**config.mk**
```make
export PLATFORM = sky130hd
export DESIGN_NAME = pc_next_unit_flat
export DESIGN_NICKNAME = d
export VERILOG_FILES = /design/src/rtl/pc_next_if.sv /design/src/rtl/pc_next_unit.sv /design/src/flat_wrapper.sv
export SDC_FILE = /design/constraint.sdc
export NUM_CORES = 1
export LEC_CHECK = 0
export ABC_AREA = 0
export CAP_MARGIN = 5
export CORE_ASPECT_RATIO = 0.75
export CORE_MARGIN = 2
export CORE_UTILIZATION = 40
export DETAILED_ROUTE_END_ITERATION = 8
export PLACE_DENSITY = 0.85
export SYNTH_ARGS = -nofsm -noshare
export SYNTH_HDL_FRONTEND = slang
export SYNTH_SLANG_ARGS = --single-unit
```
**constraint.sdc**
```tcl
create_clock -name vclk -period 4
set_input_delay 1.2 -clock vclk [all_inputs]
set_output_delay 1.2 -clock vclk [all_outputs]
set_load 0.1 [all_outputs]
```
**src/rtl/pc_next_if.sv**
```systemverilog
// Control-flow bundle between decode/execute and the next-PC unit.
interface pc_next_if #(
    parameter int unsigned AW        = 8,
    parameter int unsigned RAS_DEPTH = 4
);
    localparam int unsigned CW = $clog2(RAS_DEPTH) + 1;

    logic [AW-1:0] pc_in;
    logic          stall;
    logic          branch_taken;
    logic [AW-1:0] branch_offset;
    logic          jump;
    logic [AW-1:0] jump_target;
    logic          call;
    logic          ret;
    logic          clr_flags;
    logic [AW-1:0] pc_next;
    logic [CW-1:0] ras_count;
    logic          ras_empty;
    logic          ras_full;
    logic          ras_overflow;
    logic          ras_underflow;

    modport master (
        output pc_in, stall, branch_taken, branch_offset, jump, jump_target,
               call, ret, clr_flags,
        input  pc_next, ras_count, ras_empty, ras_full, ras_overflow, ras_underflow
    );

    modport slave (
        input  pc_in, stall, branch_taken, branch_offset, jump, jump_target,
               call, ret, clr_flags,
        output pc_next, ras_count, ras_empty, ras_full, ras_overflow, ras_underflow
    );
endinterface

```
**src/rtl/pc_next_unit.sv**
```systemverilog
// Next-PC selection with a circular return-address stack and sticky RAS error flags.
// The RAS is built only when PC_NEXT_RAS_EN is defined; otherwise call acts as jump and ret as sequential.
module pc_next_unit #(
    parameter int unsigned AW        = 8,
    parameter int unsigned RAS_DEPTH = 4
) (
    input logic     clk,
    input logic     reset,
    pc_next_if.slave bus
);
    localparam int unsigned PW = $clog2(RAS_DEPTH);
    localparam int unsigned CW = $clog2(RAS_DEPTH) + 1;

    logic [AW-1:0] pc_inc_c;
    logic [AW-1:0] pc_next_c;
    logic          ret_hit_c;
    logic [AW-1:0] top_addr_c;

    assign pc_inc_c = bus.pc_in + AW'(1);

    // Priority mux: stall > ret > call > jump > branch > sequential
    always_comb begin
        pc_next_c = pc_inc_c;
        if (bus.stall) begin
            pc_next_c = bus.pc_in;
        end else if (bus.ret) begin
            pc_next_c = ret_hit_c ? top_addr_c : pc_inc_c;
        end else if (bus.call || bus.jump) begin
            pc_next_c = bus.jump_target;
        end else if (bus.branch_taken) begin
            pc_next_c = bus.pc_in + bus.branch_offset;
        end
    end

    assign bus.pc_next = pc_next_c;

`ifdef PC_NEXT_RAS_EN
    logic [AW-1:0] ras_mem [RAS_DEPTH];
    logic [PW-1:0] top_q;
    logic [CW-1:0] count_q;
    logic          ovf_q;
    logic          unf_q;
    logic          empty_c;
    logic          full_c;
    logic          push_c;
    logic          pop_c;
    logic          ovf_evt_c;
    logic          unf_evt_c;

    always_comb begin
        empty_c   = (count_q == '0);
        full_c    = (count_q == CW'(RAS_DEPTH));
        push_c    = !bus.stall && !bus.ret && bus.call;
        pop_c     = !bus.stall && bus.ret && !empty_c;
        ovf_evt_c = push_c && full_c;
        unf_evt_c = !bus.stall && bus.ret && empty_c;
        ret_hit_c = !empty_c;
        top_addr_c = ras_mem[top_q];
    end

    // A push into a full stack lands on the oldest slot, so count saturates
    always_ff @(posedge clk or posedge reset) begin
        if (reset) begin
            top_q   <= '0;
            count_q <= '0;
            ovf_q   <= 1'b0;
            unf_q   <= 1'b0;
            for (int i = 0; i < int'(RAS_DEPTH); i++) begin
                ras_mem[i] <= '0;
            end
        end else begin
            if (push_c) begin
                ras_mem[top_q + PW'(1)] <= pc_inc_c;
                top_q                   <= top_q + PW'(1);
                if (!full_c) begin
                    count_q <= count_q + CW'(1);
                end
            end else if (pop_c) begin
                top_q   <= top_q - PW'(1);
                count_q <= count_q - CW'(1);
            end
            ovf_q <= ovf_evt_c || (ovf_q && !bus.clr_flags);
            unf_q <= unf_evt_c || (unf_q && !bus.clr_flags);
        end
    end

    assign bus.ras_count     = count_q;
    assign bus.ras_empty     = empty_c;
    assign bus.ras_full      = full_c;
    assign bus.ras_overflow  = ovf_q;
    assign bus.ras_underflow = unf_q;
`else
    logic unused_inputs;

    assign ret_hit_c     = 1'b0;
    assign top_addr_c    = pc_inc_c;
    assign unused_inputs = ^{clk, reset, bus.clr_flags};

    assign bus.ras_count     = '0;
    assign bus.ras_empty     = 1'b1;
    assign bus.ras_full      = 1'b0;
    assign bus.ras_overflow  = 1'b0;
    assign bus.ras_underflow = 1'b0;
`endif
endmodule

```
**src/flat_wrapper.sv**
```systemverilog
// flat-port wrapper written by rule: the top's interface ports become plain ports
module pc_next_unit_flat 
#(
    parameter int unsigned AW        = 8,
    parameter int unsigned RAS_DEPTH = 4
)
  (clk, reset, bus_pc_in, bus_stall, bus_branch_taken, bus_branch_offset, bus_jump, bus_jump_target, bus_call, bus_ret, bus_clr_flags, bus_pc_next, bus_ras_count, bus_ras_empty, bus_ras_full, bus_ras_overflow, bus_ras_underflow);
  pc_next_if #(.AW(AW), .RAS_DEPTH(RAS_DEPTH)) bus_i ();
  input logic clk;
  input logic reset;
  input wire logic [$bits(bus_i.pc_in)-1:0] bus_pc_in;
  input wire logic [$bits(bus_i.stall)-1:0] bus_stall;
  input wire logic [$bits(bus_i.branch_taken)-1:0] bus_branch_taken;
  input wire logic [$bits(bus_i.branch_offset)-1:0] bus_branch_offset;
  input wire logic [$bits(bus_i.jump)-1:0] bus_jump;
  input wire logic [$bits(bus_i.jump_target)-1:0] bus_jump_target;
  input wire logic [$bits(bus_i.call)-1:0] bus_call;
  input wire logic [$bits(bus_i.ret)-1:0] bus_ret;
  input wire logic [$bits(bus_i.clr_flags)-1:0] bus_clr_flags;
  output wire logic [$bits(bus_i.pc_next)-1:0] bus_pc_next;
  output wire logic [$bits(bus_i.ras_count)-1:0] bus_ras_count;
  output wire logic [$bits(bus_i.ras_empty)-1:0] bus_ras_empty;
  output wire logic [$bits(bus_i.ras_full)-1:0] bus_ras_full;
  output wire logic [$bits(bus_i.ras_overflow)-1:0] bus_ras_overflow;
  output wire logic [$bits(bus_i.ras_underflow)-1:0] bus_ras_underflow;
  assign bus_i.pc_in = bus_pc_in;
  assign bus_i.stall = bus_stall;
  assign bus_i.branch_taken = bus_branch_taken;
  assign bus_i.branch_offset = bus_branch_offset;
  assign bus_i.jump = bus_jump;
  assign bus_i.jump_target = bus_jump_target;
  assign bus_i.call = bus_call;
  assign bus_i.ret = bus_ret;
  assign bus_i.clr_flags = bus_clr_flags;
  assign bus_pc_next = bus_i.pc_next;
  assign bus_ras_count = bus_i.ras_count;
  assign bus_ras_empty = bus_i.ras_empty;
  assign bus_ras_full = bus_i.ras_full;
  assign bus_ras_overflow = bus_i.ras_overflow;
  assign bus_ras_underflow = bus_i.ras_underflow;
  pc_next_unit #(.AW(AW), .RAS_DEPTH(RAS_DEPTH)) u_core (.clk(clk), .reset(reset), .bus(bus_i));
endmodule
```
==> flow_summary.json, run 1 <==
{
  "synth.area.mux_share_pct": 3.91,
  "post_cts_resized": 91,
  "synth_top_family_by_area": "compound AO/OA/AOI/OAI gates",
  "hpwl_mm": 2.90,
  "synth_fa_ha_area_share_pct": 15.0,
  "synth_compound_area_share_pct": 37.6,
  "ctsHoldBuffers": 0,
  "status": "stopped before the end",
  "postCtsSetupBuffers": 8,
  "place_congestion": 0.910,
  "ys_seq_area_share_pct": 0,
  "dp_cells": 213,
  "yosys.area_share.simple_pct": 26.4,
  "synth.most_common_cell": "a21oi_1",
  "yosys.area.top_type": "ha_1",
  "ys_warn_count": 0,
  "rows": 13,
  "synth_area_leaders": "ha_1, a21oi_1, buf_4, o21ai_0, nor2_1",
  "netlist_instances": 121,
  "stop_stage": "clock tree synthesis (4_1_cts)",
  "floorplan.initialDensity_pct": 44.3,
  "die_width_um": 55.6,
  "synth_xor_area_share_pct": 4.38,
  "pin_count": 47,
  "die_y_um": 42.7,
  "syn_avg_cell_area_um2": 6.61,
  "netlist_area_um2": 800,
  "netlist_top_cells_count": "a21oi_1, nor2_1, ha_1, o21ai_0",
  "synth_top_area_share_pct": 12.5,
  "port_buffers": 37,
  "ys_types": 45,
  "firstError": "[ERROR DPL-0033] detailed placement checks failed during check placement."
}
logic make-up after synthesis:
kind of cell / Yosys count
buffers and inverters: 16
and+or+nand+nor: 40
adders and majority gates: 9
AOI/OAI and AO/OA: 47
muxes: 3
other: 2
xor gates and xnor gates: 4
stage by stage:
stage / setup WS (ps) / setup TNS, ps / hold slack, ps / instance area [um2]
floorplan: -364 / -997 / 2680 / 915
global placement: -604 / -3030 / 3280 / 1610
detailed placement: -635 / -3690 / 3310 / 1610
==> inputs of run 2 (changes only) <==
- CORE_AREA: unset -> 2 2 63 65
- CORE_ASPECT_RATIO: 0.75 -> unset
- CORE_MARGIN: 2 -> unset
- CORE_UTILIZATION: 40 -> unset
- DIE_AREA: unset -> 0 0 65 67
- PLACE_DENSITY: 0.85 -> unset
- PLACE_DENSITY_LB_ADDON: unset -> 0.15
==> run 2 against run 1 <==
  * The flow now finishes, with violations (negative setup slack)
  * Synthesized area is the same
  * Synthesized cell count unchanged
==> flow_summary.json, run 2 <==
{
  "fmax_mhz": 244,
  "ctsHoldBuffers": 0,
  "worst_setup_path_start_kind": "primary input",
  "final_cell_mix": "buf_4, buf_6, clkdlybuf4s50_1",
  "finalSetupViolations": 2,
  "dpl_cell_area_um2": 1620,
  "finalInstanceArea_um2": 1850,
  "gr-total-overflow": 0,
  "die_y_um": 67,
  "firstDrtPassIters": 4,
  "antenna_found_initial": 0,
  "yosys.area.top_type": "ha_1",
  "synth_fa_ha_area_share_pct": 15.0,
  "fin_nets": 237,
  "comb_power_share_pct": 100.0,
  "hold_violations": 0,
  "routed_wl_mm": 3.27,
  "path_class": "in -> out",
  "synth_top_area_share_pct": 12.5,
  "ys_types": 45,
  "fin_crit_sh_pct": 103,
  "status": "finished, violations left",
  "via_count": 1177,
  "diodes": 0,
  "dp_cells": 236,
  "ys_warn_count": 0,
  "synth.area.mux_share_pct": 3.91,
  "rows": 22,
  "area_delta_synth_final_pct": 131,
  "hold_end": "bus_pc_next[6]",
  "netlist_instances": 121,
  "leakagePower_nw": 0.787,
  "regArea_um2": 0,
  "cellPowerDensity_nw_per_um2": 174,
  "tns_ps": -167,
  "finalNonFillerCells": 242,
  "seq_cell_count": 0,
  "netlist_top_cells_count": "a21oi_1, nor2_1, ha_1, o21ai_0",
  "finalMaxSlewViolations": 0,
  "p_int_mw": 0.138,
  "violations": "negative setup slack",
  "netlist_area_um2": 800,
  "clkbuf_count": 0,
  "final_common_cell": "buf_4",
  "ys_seq_area_share_pct": 0,
  "synth_top_family_by_area": "compound AO/OA/AOI/OAI gates",
  "floorplan.initialDensity_pct": 22.2,
  "die_width_um": 65,
  "synth.most_common_cell": "a21oi_1",
  "wl_per_cell_um": 13.5,
  "grt_pass1_wl_mm": 5.30,
  "worstPathArrival_ps": 2910,
  "viasPerCell": 4.86,
  "switching_share_pct": 57.2,
  "pin_count": 47,
  "syn_avg_cell_area_um2": 6.61,
  "place_congestion": 0.828,
  "end_kind": "output port",
  "grt_setup_unrepaired": "true",
  "synth_xor_area_share_pct": 4.38,
  "drtAntennaViolNets": 0,
  "die-area_um2": 4360,
  "drive_gt1_share_pct": 52.1,
  "drtIter0Drc": 26,
  "seq_power_share_pct": 0,
  "core_um2": 3610,
  "hold_path.class": "in -> out",
  "hold_start": "bus_pc_in[6]",
  "grt_max_degree": 10,
  "grt_usage_pct": 15.1,
  "drc": 0,
  "p_sw_mw": 0.184,
  "hpwl_mm": 2.64,
  "pwr-share-clk_pct": 0,
  "irDropWorstVdd_mv": 0.0882,
  "period_minus_slack_ps": 4110,
  "power.total_mw": 0.322,
  "required_ps": 2800,
  "synth_area_leaders": "ha_1, a21oi_1, buf_4, o21ai_0, nor2_1",
  "setup_slack_ps": -106,
  "hold_depth": 5,
  "port_buffers": 37,
  "cap_violations": 0,
  "yosys.area_share.simple_pct": 26.4,
  "synth_compound_area_share_pct": 37.6,
  "grt_pass1_vias": 1243,
  "crit_fanout": 2
}
run 2: area by class of cell:
type               instances  area, um2
fillers                  353       1760
multi-input cells        110        996
repair buffers            78        768
well taps                 48       60.1
inverters                  6       22.5
run 2: power by group through the flow:
stage          clock network (mW)  logic, mW  registers (mW)
6_report                        0      0.322               0
3_5_place_dp                    0      0.287               0
3_3_place_gp                    0      0.285               0
4_1_cts                         0      0.311               0
5_1_grt                         0      0.341               0
2_1_floorplan                   0      0.174               0
run 2: cell families after synthesis:
kind of cell	count (synthesis)
AOI/OAI and AO/OA	47
and+or+nand+nor	40
buffers and inverters	16
adders and majority gates	9
xor gates and xnor gates	4
muxes	3
other	2
run 2: per-layer routing:
metal  vias to the layer above  part of all wire (%)  GRT usage, %
met1                       535                    42          18.6
li1                        598                     -             -
met2                        38                    50          27.2
met5                         -                     0             0
met3                         6                   6.2          2.36
met4                         0                   1.6          3.46
run 2: worst max-delay path by stage:
stage                          from        endpoint  slack [ps]  cells past startpoint
2_1_floorplan  bus_branch_offset[0]  bus_pc_next[4]        -360                      8
3_3_place_gp           bus_pc_in[0]  bus_pc_next[4]        -560                     10
3_5_place_dp           bus_pc_in[0]  bus_pc_next[4]        -600                     10
4_1_cts                bus_pc_in[0]  bus_pc_next[4]        -260                     11
5_1_grt                bus_pc_in[0]  bus_pc_next[4]        -180                     11
6_report               bus_pc_in[0]  bus_pc_next[4]        -110                     11
run 2: what timing repair did:
item,CTS,global route
endpoints found under the setup margin,8,6
resized for setup,72,40
endpoints found under the hold margin,0,0
pin swaps,23,26
buffers inserted,5,2
run 2: worst max-delay path: stages:
cell and delay (ps):
buf_8 100, ha_4 150, inv_2 50, fa_2 200
nor2b_2 50, o31a_1 280, buf_4 150, a211oi_2 160
nor3_2 80, o31ai_4 280, buf_12 210
run 2: stage by stage:
| step | setup WS [ps] | hold WS (ps) | util (%) |
|---|---|---|---|
| floorplan | -364 | 2680 | - |
| global placement | -560 | 3290 | 44.8 |
| detailed placement | -599 | 3300 | 44.8 |
| CTS | -258 | 2920 | 49.4 |
| global route | -178 | 2920 | 51.2 |
| finish | -106 | 2910 | 51.2 |
Power figures use the tool's default switching activity.
==> inputs of run 3 (changes only) <==
- GPL_TIMING_DRIVEN: unset -> 0
- SLEW_MARGIN: unset -> 25
==> run 3 against run 2 <==
  * The run still ends with negative setup slack left
  * Total power decreased by 6.0%
  * Sequential share of layout area unchanged
  * Via count decreased by 5.4%
  * Cell area decreased by 8.9%
  * Largest cell class unchanged
  * Core utilization decreased by 4.5 points
  * Non-clock buffer count decreased by 17
  * Routed wire length decreased by 5.0%
  * Clock-buffer cell count unchanged
  * Flip-flop and latch count unchanged
  * Die area unchanged
  * Global-route usage decreased by 1.2 points
==> flow_summary.json, run 3 (synthesis gave the netlist of run 2 again) <==
{
  "status": "finished, violations left",
  "violations": "negative setup slack",
  "fin_crit_sh_pct": 104,
  "cellPowerDensity_nw_per_um2": 180,
  "drive_gt1_share_pct": 47.5,
  "grt_pass1_wl_mm": 4.81,
  "worst_setup_path_start_kind": "primary input",
  "required_ps": 2800,
  "leakagePower_nw": 0.668,
  "irDropWorstVdd_mv": 0.0770,
  "path_class": "in -> out",
  "seq_cell_count": 0,
  "hold_slack_ps": 2820,
  "final_common_cell": "buf_4",
  "hold_violations": 0,
  "period_minus_slack_ps": 4150,
  "place_congestion": 0.763,
  "via_count": 1113,
  "fmax_mhz": 241,
  "die-area_um2": 4360,
  "dp_cells": 211,
  "end_kind": "output port",
  "die_y_um": 67,
  "ctsHoldBuffers": 0,
  "area_delta_synth_final_pct": 110,
  "gr-total-overflow": 0,
  "clkbuf_count": 0,
  "antenna_found_initial": 0,
  "fin_nets": 220,
  "grt_max_degree": 11,
  "grt_setup_unrepaired": "true",
  "regArea_um2": 0,
  "viasPerCell": 4.95,
  "setup_slack_ps": -150,
  "rows": 22,
  "hold_path.class": "in -> out",
  "wl_per_cell_um": 13.8,
  "final_cell_mix": "buf_4, clkdlybuf4s50_1, nor2_1, a21oi_1",
  "core_um2": 3610,
  "hold_depth": 4,
  "grt_pass1_vias": 1048,
  "hpwl_mm": 2.32,
  "finalSetupViolations": 2,
  "routed_wl_mm": 3.10,
  "pin_count": 47,
  "worstPathArrival_ps": 2950,
  "drc": 0,
  "final_util_pct": 46.7,
  "diodes": 0,
  "drtAntennaViolNets": 0,
  "firstDrtPassIters": 4,
  "finalNonFillerCells": 225,
  "finalMaxSlewViolations": 0,
  "cap_violations": 0,
  "crit_fanout": 4,
  "port_buffers": 37,
  "grt_usage_pct": 13.8,
  "drtIter0Drc": 42,
  "die_width_um": 65,
  "floorplan.initialDensity_pct": 22.2
}
run 3: power by group:
group	internal [mW]	switching [mW]	total [mW]	leakage, nW
logic	0.119	0.183	0.302	0.668
clock network	0	0	0	0
registers	0	0	0	0
total	0.119	0.183	0.302	0.668
run 3: through the flow:
step / setup slack, ps / TNS, ps / instance area [um2] / power [mW]
finish: -150 / -291 / 1680 / 0.302
global route: -223 / -560 / 1680 / 0.320
CTS: -200 / -649 / 1560 / 0.279
detailed placement: -1630 / -11500 / 1350 / 0.243
global placement: -1630 / -11410 / 1350 / 0.241
floorplan: -364 / -997 / 915 / 0.174
run 3: timing repair:
item                       4_1_cts  5_1_grt
setup endpoints to repair        8        8
pin swaps                       20       19
setup buffers                   10        4
gates resized for setup        152       34
run 3: final timing paths:
path,start,end,slack [ps]
hold / removal,bus_pc_in[6],bus_pc_next[6],2820
setup / recovery,bus_call,bus_pc_next[6],-150
run 3: worst max-delay path, stage by stage:
cell and delay (ps):
clkdlybuf4s15_2 230, or2_1 250, buf_6 120, or4_4 480, mux2i_4 170, a211oi_2 70
o31ai_4 230, buf_12 210
run 3: layout make-up:
class	instances	area (um2)
Fill cell	362	1920
Multi-Input combinational cell	110	1020
Timing Repair Buffer	51	502
Buffer	10	76.3
Tap cell	48	60.1
Inverter	6	22.5
run 3: routing by layer:
| layer | GRT usage (%) | part of all wire [%] | vias up |
|---|---|---|---|
| met5 | 0 | 0 | - |
| met4 | 1.33 | 2.0 | 0 |
| met3 | 1.01 | 5.8 | 4 |
| met2 | 25.4 | 49 | 34 |
| met1 | 18.1 | 43 | 513 |
| li1 | - | - | 562 |
